**src/rtl/sram_ctrl.sv**
```systemverilog
// sram_ctrl
//   Data-memory back end behind the MEM stage. It turns each 32-bit load or
//   store into two 16-bit accesses on an asynchronous SRAM: the low half
//   first, then the high half. While an access is in flight, ready is low.
//   The top level uses ~ready to freeze the pipeline registers and the PC.
//
// Ports
//   clk          rising-edge clock
//   rst          asynchronous, active-low reset
//   MEM_R_EN     load request from the MEM stage
//   MEM_W_EN     store request from the MEM stage (wins if both are high)
//   address      byte address (ALU result); bits [1:0] are ignored
//   ST_val       store data
//   read_data    load result; holds until the next load overwrites it
//   ready        1 = MEM stage may advance, 0 = freeze the pipeline
//   sram_addr    SRAM halfword address
//   sram_dq_out  write data to the SRAM
//   sram_dq_oe   1 = controller drives the DQ bus
//   sram_dq_in   read data from the SRAM
//   sram_we_n    active-low write strobe
//   sram_oe_n    active-low output enable
module sram_ctrl #(
  parameter int unsigned BASE_ADDR   = 1024,
  parameter int unsigned WAIT_CYCLES = 2,
  parameter int unsigned SRAM_AW     = 18
) (
  input  logic               clk,
  input  logic               rst,
  input  logic               MEM_R_EN,
  input  logic               MEM_W_EN,
  input  logic [31:0]        address,
  input  logic [31:0]        ST_val,
  output logic [31:0]        read_data,
  output logic               ready,
  output logic [SRAM_AW-1:0] sram_addr,
  output logic [15:0]        sram_dq_out,
  output logic               sram_dq_oe,
  input  logic [15:0]        sram_dq_in,
  output logic               sram_we_n,
  output logic               sram_oe_n
);

  typedef enum logic [1:0] {IDLE, LO, HI, DONE} state_e;

  localparam int unsigned   CW       = (WAIT_CYCLES > 1) ? $clog2(WAIT_CYCLES) : 1;
  localparam logic [CW-1:0] CNT_LAST = CW'(WAIT_CYCLES - 1);

  state_e             state_q;
  logic [CW-1:0]      cnt_q;
  logic               wr_q;
  logic [SRAM_AW-2:0] word_q;
  logic [15:0]        st_hi_q;
  logic [31:0]        rd_q;
  logic [SRAM_AW-1:0] addr_q;
  logic [15:0]        dq_q;
  logic               dq_oe_q;
  logic               we_n_q;
  logic               oe_n_q;

  logic               req;
  logic               last;
  logic [31:0]        off;
  logic [SRAM_AW-2:0] word_d;
  logic               unused_addr_bits;

  assign req  = MEM_R_EN | MEM_W_EN;
  assign last = (cnt_q == CNT_LAST);

  // Word index relative to BASE_ADDR. The wrap mod 2^(SRAM_AW-1) falls out
  // of taking only the low bits of the offset.
  assign off              = address - 32'(BASE_ADDR);
  assign word_d           = off[SRAM_AW:2];
  assign unused_addr_bits = ^{off[31:SRAM_AW+1], off[1:0]};

  // Single FSM block. SRAM-side outputs are loaded on the edge that enters a
  // state, so they line up with that state's cycle without a combinational
  // decode.
  always_ff @(posedge clk or negedge rst) begin
    if (!rst) begin
      state_q <= IDLE;
      cnt_q   <= '0;
      wr_q    <= 1'b0;
      word_q  <= '0;
      st_hi_q <= '0;
      rd_q    <= '0;
      addr_q  <= '0;
      dq_q    <= '0;
      dq_oe_q <= 1'b0;
      we_n_q  <= 1'b1;
      oe_n_q  <= 1'b1;
    end else begin
      case (state_q)
        IDLE: begin
          if (req) begin
            state_q <= LO;
            cnt_q   <= '0;
            wr_q    <= MEM_W_EN;
            word_q  <= word_d;
            st_hi_q <= ST_val[31:16];
            addr_q  <= {word_d, 1'b0};
            if (MEM_W_EN) dq_q <= ST_val[15:0];
            dq_oe_q <= MEM_W_EN;
            we_n_q  <= ~MEM_W_EN;
            oe_n_q  <= MEM_W_EN;
          end
        end
        LO: begin
          if (last) begin
            // The SRAM has had the whole LO window to settle; capture now.
            if (!wr_q) rd_q[15:0] <= sram_dq_in;
            state_q <= HI;
            cnt_q   <= '0;
            addr_q  <= {word_q, 1'b1};
            if (wr_q) dq_q <= st_hi_q;
          end else begin
            cnt_q <= cnt_q + 1'b1;
          end
        end
        HI: begin
          if (last) begin
            if (!wr_q) rd_q[31:16] <= sram_dq_in;
            state_q <= DONE;
            cnt_q   <= '0;
            dq_oe_q <= 1'b0;
            we_n_q  <= 1'b1;
            oe_n_q  <= 1'b1;
          end else begin
            cnt_q <= cnt_q + 1'b1;
          end
        end
        DONE:    state_q <= IDLE;   // request inputs ignored here
        default: state_q <= IDLE;
      endcase
    end
  end

  // ready is combinational so the request cycle itself stalls the pipeline.
  assign ready       = (state_q == DONE) | ((state_q == IDLE) & ~req);
  assign read_data   = rd_q;
  assign sram_addr   = addr_q;
  assign sram_dq_out = dq_q;
  assign sram_dq_oe  = dq_oe_q;
  assign sram_we_n   = we_n_q;
  assign sram_oe_n   = oe_n_q;

endmodule

```
**config.mk**
```make
export PLATFORM = sky130hd
export DESIGN_NAME = sram_ctrl
export DESIGN_NICKNAME = d
export VERILOG_FILES = /design/src/rtl/sram_ctrl.sv
export SDC_FILE = /design/constraint.sdc
export NUM_CORES = 1
export LEC_CHECK = 0
export ABC_CLOCK_PERIOD_IN_PS = 3600
export BUFFER_PORTS_ARGS = -buffer_cell sky130_fd_sc_hd__buf_2
export CAP_MARGIN = 20
export CORE_MARGIN = 3
export CORE_UTILIZATION = 40
export DETAILED_ROUTE_END_ITERATION = 12
export PLACE_DENSITY = 0.66
export RECOVER_POWER = 50
export SLEW_MARGIN = 20
export SYNTH_ARGS = -nofsm -noshare
export SYNTH_HDL_FRONTEND = slang
export SYNTH_SLANG_ARGS = --single-unit
```
**constraint.sdc**
```tcl
create_clock -name clk -period 3.6 [get_ports clk]
set_input_delay 0 -clock clk [delete_from_list [all_inputs] [get_ports clk]]
set_output_delay 0 -clock clk [all_outputs]
set_load 0.03 [all_outputs]
```
==> run metrics, run 1 <==
status=finished with violations; failing checks=max-capacitance violations, max-slew violations; Fmax=between 0.4 and 0.5 GHz; Synth async-reset ratio=between 90% and 100%; Core ar.=approximately 0.011 mm^2; number of port buffers=~140; initial antenna violation count=0; Final setup viols=0; clk_lat worst skew=approximately 340 ps; post-route cell area=~0.0062 mm^2; pre-CTS setup slack=~1200 ps; Critical R2R Capture=sram_addr[3]; critical-path maximum fanout=26; Avg Inst Size Synth=12.3 um^2; Reg clk slew, reported paths=~70 ps; reg2reg setup slack=1180 ps; number of warnings issued by yosys=0; CP Capture Type=flip-flop; total power draw=5.99 mW; Remaining DRCs=0; total gr overflow=0; Die Footprint=0.0128 mm^2; post-CTS sizing=0; worst rel slew slack=-22.9%; Die W=113 um; I/O pin count=approximately 150; clock root buffer master=clkbuf_16; Final Max Slew Viols=76; Leak Pwr=2.76 nW; Placed Instances=636; routability cong.=~0.77; worst hold path endpoint=wr_q; post-layout minimum cycle time=roughly 2400 ps; Mapped Nets=approximately 470; setup_tns=0 ps; via count=3476; max_cap viols=1; leading area contributor after synthesis=dfrtp_1; average wire per standard cell=15.4 um; Rows=38; Tightest Hold Check Type=in2reg; Seq/Total Area, Yosys=between 50% and 60%; Initial DRC Count=151; Worst EP required=roughly 3800 ps; commonest non-fill, non-tap cell in the layout=dfrtp_1; number of global-route vias before repair=roughly 3700; post-route ant nets=0; die height=around 110 um; number of synthesized flops with an enable pin=0; drt first pass iters=6; CTS tree=yes; Synth Cell Area=about 0.0046 mm^2; vias per cell=approximately 4.9; WP data arrival=2590 ps; Synth Flop Type=dfrtp_1; worst setup margin=roughly 1200 ps; post-synth cell types=35; Yosys reg bits=106; VDD IR max=approximately 540 uV; power density over the cells=just under 1000 mW/mm^2; hpwl dp=7130 um; hold_ws=25.1 ps; global-route wire length before repair=between 15000 and 20000 um; Worst Max-Slew Pin Slew=around 1800 ps; total wire length=10900 um; H-Tree Depth=3; Clock Path Buffers=2; period utilization=between 60% and 70%; starting density of the core=a little over two fifths; CTS Buf Count=9; antenna cells=0; RSZ-0062 raised after global routing=no; HP Start=MEM_W_EN; ranking of synthesized cells by area=dfrtp_1 (56%), mux2_2 (11%), mux2i_1 (5.6%); Sink Count=~110; Worst Clk Skew=between 6 and 7 ps; most frequent cells in the layout=dfrtp_1 (104), clkbuf_1 (69), buf_2 (68), dlygate4sd3_1 (60), mux2_2 (47); nets@finish=between 600 and 700; largest net degree at the start of global routing=76; Critical R2R Launch=state_q[0]; Finished Core Util=between 50% and 60%; area added between synthesis and finish=35.2%; Synth top area share=between 50 and 60%; Cells after Synth=375; Fin. Hold Viols=0; worst hold stages=2; Worst Reg-to-Reg Cells=5; Setup CP Type=reg2reg; all-layer global routing usage=between 15 and 20%; CP startpoint kind=flip-flop; post-route non-filler standard cell count=712; area post-placement=approximately 0.0054 mm^2; share of cells above drive strength 1=between 20 and 30%
-- power by group --
part           switching [mW]  internal, mW  total [mW]
Sequential              0.339          1.81        2.15
Combinational            1.82          1.01        2.83
Clock                   0.446         0.565        1.01
-- cell type report --
type | count | area (um^2)
Tap cell | 140 | 175
Sequential cell | 106 | 2660
Multi-Input combinational cell | 241 | 1830
Inverter | 7 | 26.3
Timing Repair Buffer | 202 | 1230
Fill cell | 951 | 4800
Clock inverter | 6 | 71.3
Clock buffer | 10 | 239
-- what timing repair did --
action	4_1_cts	5_1_grt
hold endpoints to repair	156	0
setup buffers	0	0
hold buffers	60	0
endpoints found under the setup margin	0	0
-- cells in the mapped netlist, drive strengths merged, types with 5 or more instances --
library cell and count:
mux2 57, mux2i 26, buf 16, inv 7
a21oi 25, o21ai 25, nand2 27, ha 7
nor2 32, dfrtp 104, clkbuf 5
-- metal layers --
layer	GRT usage (%)	share of wire, %
met5	0	0
met4	4.33	1.3
met3	4.22	6.3
met2	30.5	49
met1	21.3	44
-- worst max-delay path, cell delays in order (launching register included) --
cell	delay, ps
dfrtp_1	420
inv_1	140
ha_1	500
or3b_1	540
o211ai_2	420
o21ai_0	220
-- kinds of logic (layout without fill, tap and decap cells) --
logic type      count (synthesis)  count (layout)  synth area share, %
compound gates                 67              67                 8.44
mux                            83              83                 20.4
buf+inv                        28             225                 3.07
xor+xnor                        7               7                 1.33
fa+ha+maj                       7               7                 1.90
simple gates                   77              77                 7.27
flops                         106             106                 57.6
-- sequential cells by signal, summed over array words and instances, names as in the netlist --
name and cells:
cnt_q 1, sram_dq_oe 1, wr_q 1, sram_addr 18
read_data 32, state_q 2, word_q 17, sram_oe_n 1
sram_we_n 1, sram_dq_out 16, st_hi_q 16
-- worst max-delay path by stage --
| stage | startpoint | endpoint | cells past startpoint |
|---|---|---|---|
| after floorplan | state_q[1] | read_data[10] | 8 |
| after global placement | state_q[1] | sram_addr[17] | 6 |
| after detailed placement | state_q[0] | sram_addr[6] | 5 |
| after CTS | state_q[0] | sram_addr[6] | 5 |
| after global routing | state_q[1] | sram_addr[16] | 6 |
| final | state_q[0] | sram_addr[3] | 5 |
(Power assumes the default switching activity.)
==> run 2: changes to the inputs <==
Settings changed: ABC_CLOCK_PERIOD_IN_PS 3600 to 2500.
Clock period 3.6 ns to 2.5 ns, I/O delays scaled along.
==> run 2 against run 1 <==
First-iteration DRC count grew 31%. Worst hold slack lost 21 ps. Clock-buffer cell count shrank 1. Sequential share of layout area shrank 0.55 points. Critical path depth is the same. Final cell count grew 0.84%. Non-clock buffer count grew 5. Worst setup slack lost 940 ps. Largest cell class unchanged. Critical path type unchanged. Utilization grew 0.74 points. The run now ends clean.
==> run metrics, run 2 (synthesis results as in run 1) <==
Fin. Hold Viols=0 (unchanged); postcts setup bufs=0 (unchanged); CP Capture Type=flip-flop (unchanged); share of cells above drive strength 1=29.8% (was 26.9%); GR Util met3=4.97% (was 4.22%); number of port buffers=138 (unchanged); Initial DRC Count=198 (was 151); commonest non-fill, non-tap cell in the layout=dfrtp_1 (unchanged); average wire per standard cell=15.8 um (was 15.4 um); Worst Max-Slew Pin Slew=1030 ps (was 1840 ps); post-CTS sizing=0 (unchanged); clock root buffer master=clkbuf_16 (unchanged); post-route cell area=0.00631 mm^2 (was 0.00623 mm^2); Clock Path Buffers=2 (unchanged); VDD IR max=763 uV (was 545 uV); Placed Instances=642 (was 636); largest net degree at the start of global routing=48 (was 76); Setup CP Type=reg2reg (unchanged); Final Max Slew Viols=0 (was 76); number of global-route vias before repair=3749 (was 3653); post-layout minimum cycle time=2260 ps (was 2420 ps); die height=113 um (unchanged); pre-CTS setup slack=241 ps (was 1190 ps); met1 Track Usage GR=22.4% (was 21.3%); hpwl dp=7480 um (was 7130 um); setup_tns=0 ps (unchanged); most frequent cells in the layout=dfrtp_1 (104), buf_2 (80), dlygate4sd3_1 (59), clkbuf_1 (57), mux2_2 (47) (was dfrtp_1 (104), clkbuf_1 (69), buf_2 (68), dlygate4sd3_1 (60), mux2_2 (47)); I/O pin count=154 (unchanged); Fmax=0.443 GHz (was 0.414 GHz); Core ar.=0.0110 mm^2 (unchanged); fillcell total=928 (was 951); drt first pass iters=4 (was 6); total wire length=11300 um (was 10900 um); Die W=113 um (unchanged); period utilization=90.2% (was 67.1%); vias per cell=4.93 (was 4.88); power density over the cells=1380 mW/mm^2 (was 962 mW/mm^2); CP startpoint kind=flip-flop (unchanged); CTS Hold Bufs=59 (was 60); max_cap viols=0 (was 1); worst setup margin=244 ps (was 1180 ps); initial antenna violation count=1 (was 0); H-Tree Depth=3 (unchanged); total power draw=8.74 mW (was 5.99 mW); max reg flops=32 (unchanged); Worst Clk Skew=8.95 ps (was 6.72 ps); via count=3541 (was 3476); RSZ-0062 raised after global routing=no (unchanged); starting density of the core=41.8% (unchanged); critical-path maximum fanout=26 (unchanged); Sink Count=106 (unchanged); area post-placement=0.00549 mm^2 (was 0.00541 mm^2); area added between synthesis and finish=37.0% (was 35.2%); CTS Buf Count=9 (unchanged); met2 GRT Util=30.1% (was 30.5%); status=completed (was finished with violations); nets@finish=663 (was 658); Most Crowded Layer GR=met2 (unchanged); post-route non-filler standard cell count=718 (was 712); global-route wire length before repair=18500 um (was 17800 um); CTS tree=yes (unchanged); WP data arrival=2440 ps (was 2590 ps); total gr overflow=0 (unchanged); worst rel slew slack=31.5% (was -22.9%); routability cong.=0.759 (was 0.770); Remaining DRCs=0 (unchanged); post-route ant nets=0 (unchanged); Die Footprint=0.0128 mm^2 (unchanged); all-layer global routing usage=17.9% (was 17.3%); Worst EP required=2690 ps (was 3780 ps); clk_lat worst skew=350 ps (was 340 ps); Final setup viols=0 (unchanged); Reg clk slew, reported paths=80 ps (was 70 ps); Finished Core Util=57.2% (was 56.5%); hold_ws=3.71 ps (was 25.1 ps); Tightest Hold Check Type=in2reg (unchanged); Rows=38 (unchanged); Leak Pwr=2.83 nW (was 2.76 nW)
==> run 2: cell count changes in the layout (fill, tap and decap cells not counted) <==
cell / before / now
buf_2: 68 / 80
diode_2: 0 / 1
clkbuf_8: 1 / 0
clkinv_8: 0 / 2
buf_16: 0 / 1
inv_8: 0 / 2
buf_4: 4 / 8
clkbuf_1: 69 / 57
dlygate4sd3_1: 60 / 59
bufinv_16: 1 / 0
clkinvlp_4: 2 / 0
buf_12: 0 / 1
==> run 2: cell type report <==
| class | count | area (um^2) | share of cell area (%) |
|---|---|---|---|
| Clock buffer | 9 | 225 | 3.57 |
| Clock inverter | 7 | 81.3 | 1.29 |
| Timing Repair Buffer | 207 | 1320 | 20.9 |
| Inverter | 7 | 26.3 | 0.416 |
| Multi-Input combinational cell | 241 | 1830 | 29.0 |
| Antenna cell | 1 | 2.50 | 0.0396 |
| Tap cell | 140 | 175 | 2.77 |
| Sequential cell | 106 | 2660 | 42.1 |
==> run 2: path summary, 6_finish.rpt <==
check,depth (start not counted),slack [ps],from,end
setup / recovery,5,240,state_q[0],sram_addr[5]
hold / removal,3,4,address[12],word_q[10]
setup reg to reg,5,240,state_q[0],sram_addr[5]
hold reg to reg,2,490,sram_addr[8],sram_addr[8]
max in group asynchronous,3,1280,rst,sram_addr[8]
min in group asynchronous,2,360,rst,read_data[16]
==> run 2: report_power, final <==
group          internal, mW  switching (mW)
Sequential             2.61           0.493
Combinational          1.54            2.66
Clock                 0.717           0.710
Total                  4.87            3.87
==> run 2: routing by layer <==
metal / part of all wire (%) / vias up
met4: 1.4 / 0
met1: 43 / 1703
li1: - / 1697
met3: 6.3 / 10
met5: 0 / -
met2: 50 / 131
==> run 2: worst max-delay path: stages (launching register included) <==
cell      delay [ps]
dfrtp_1          420
inv_1            150
ha_1             350
or3b_1           520
o211ai_2         410
o21ai_0          220
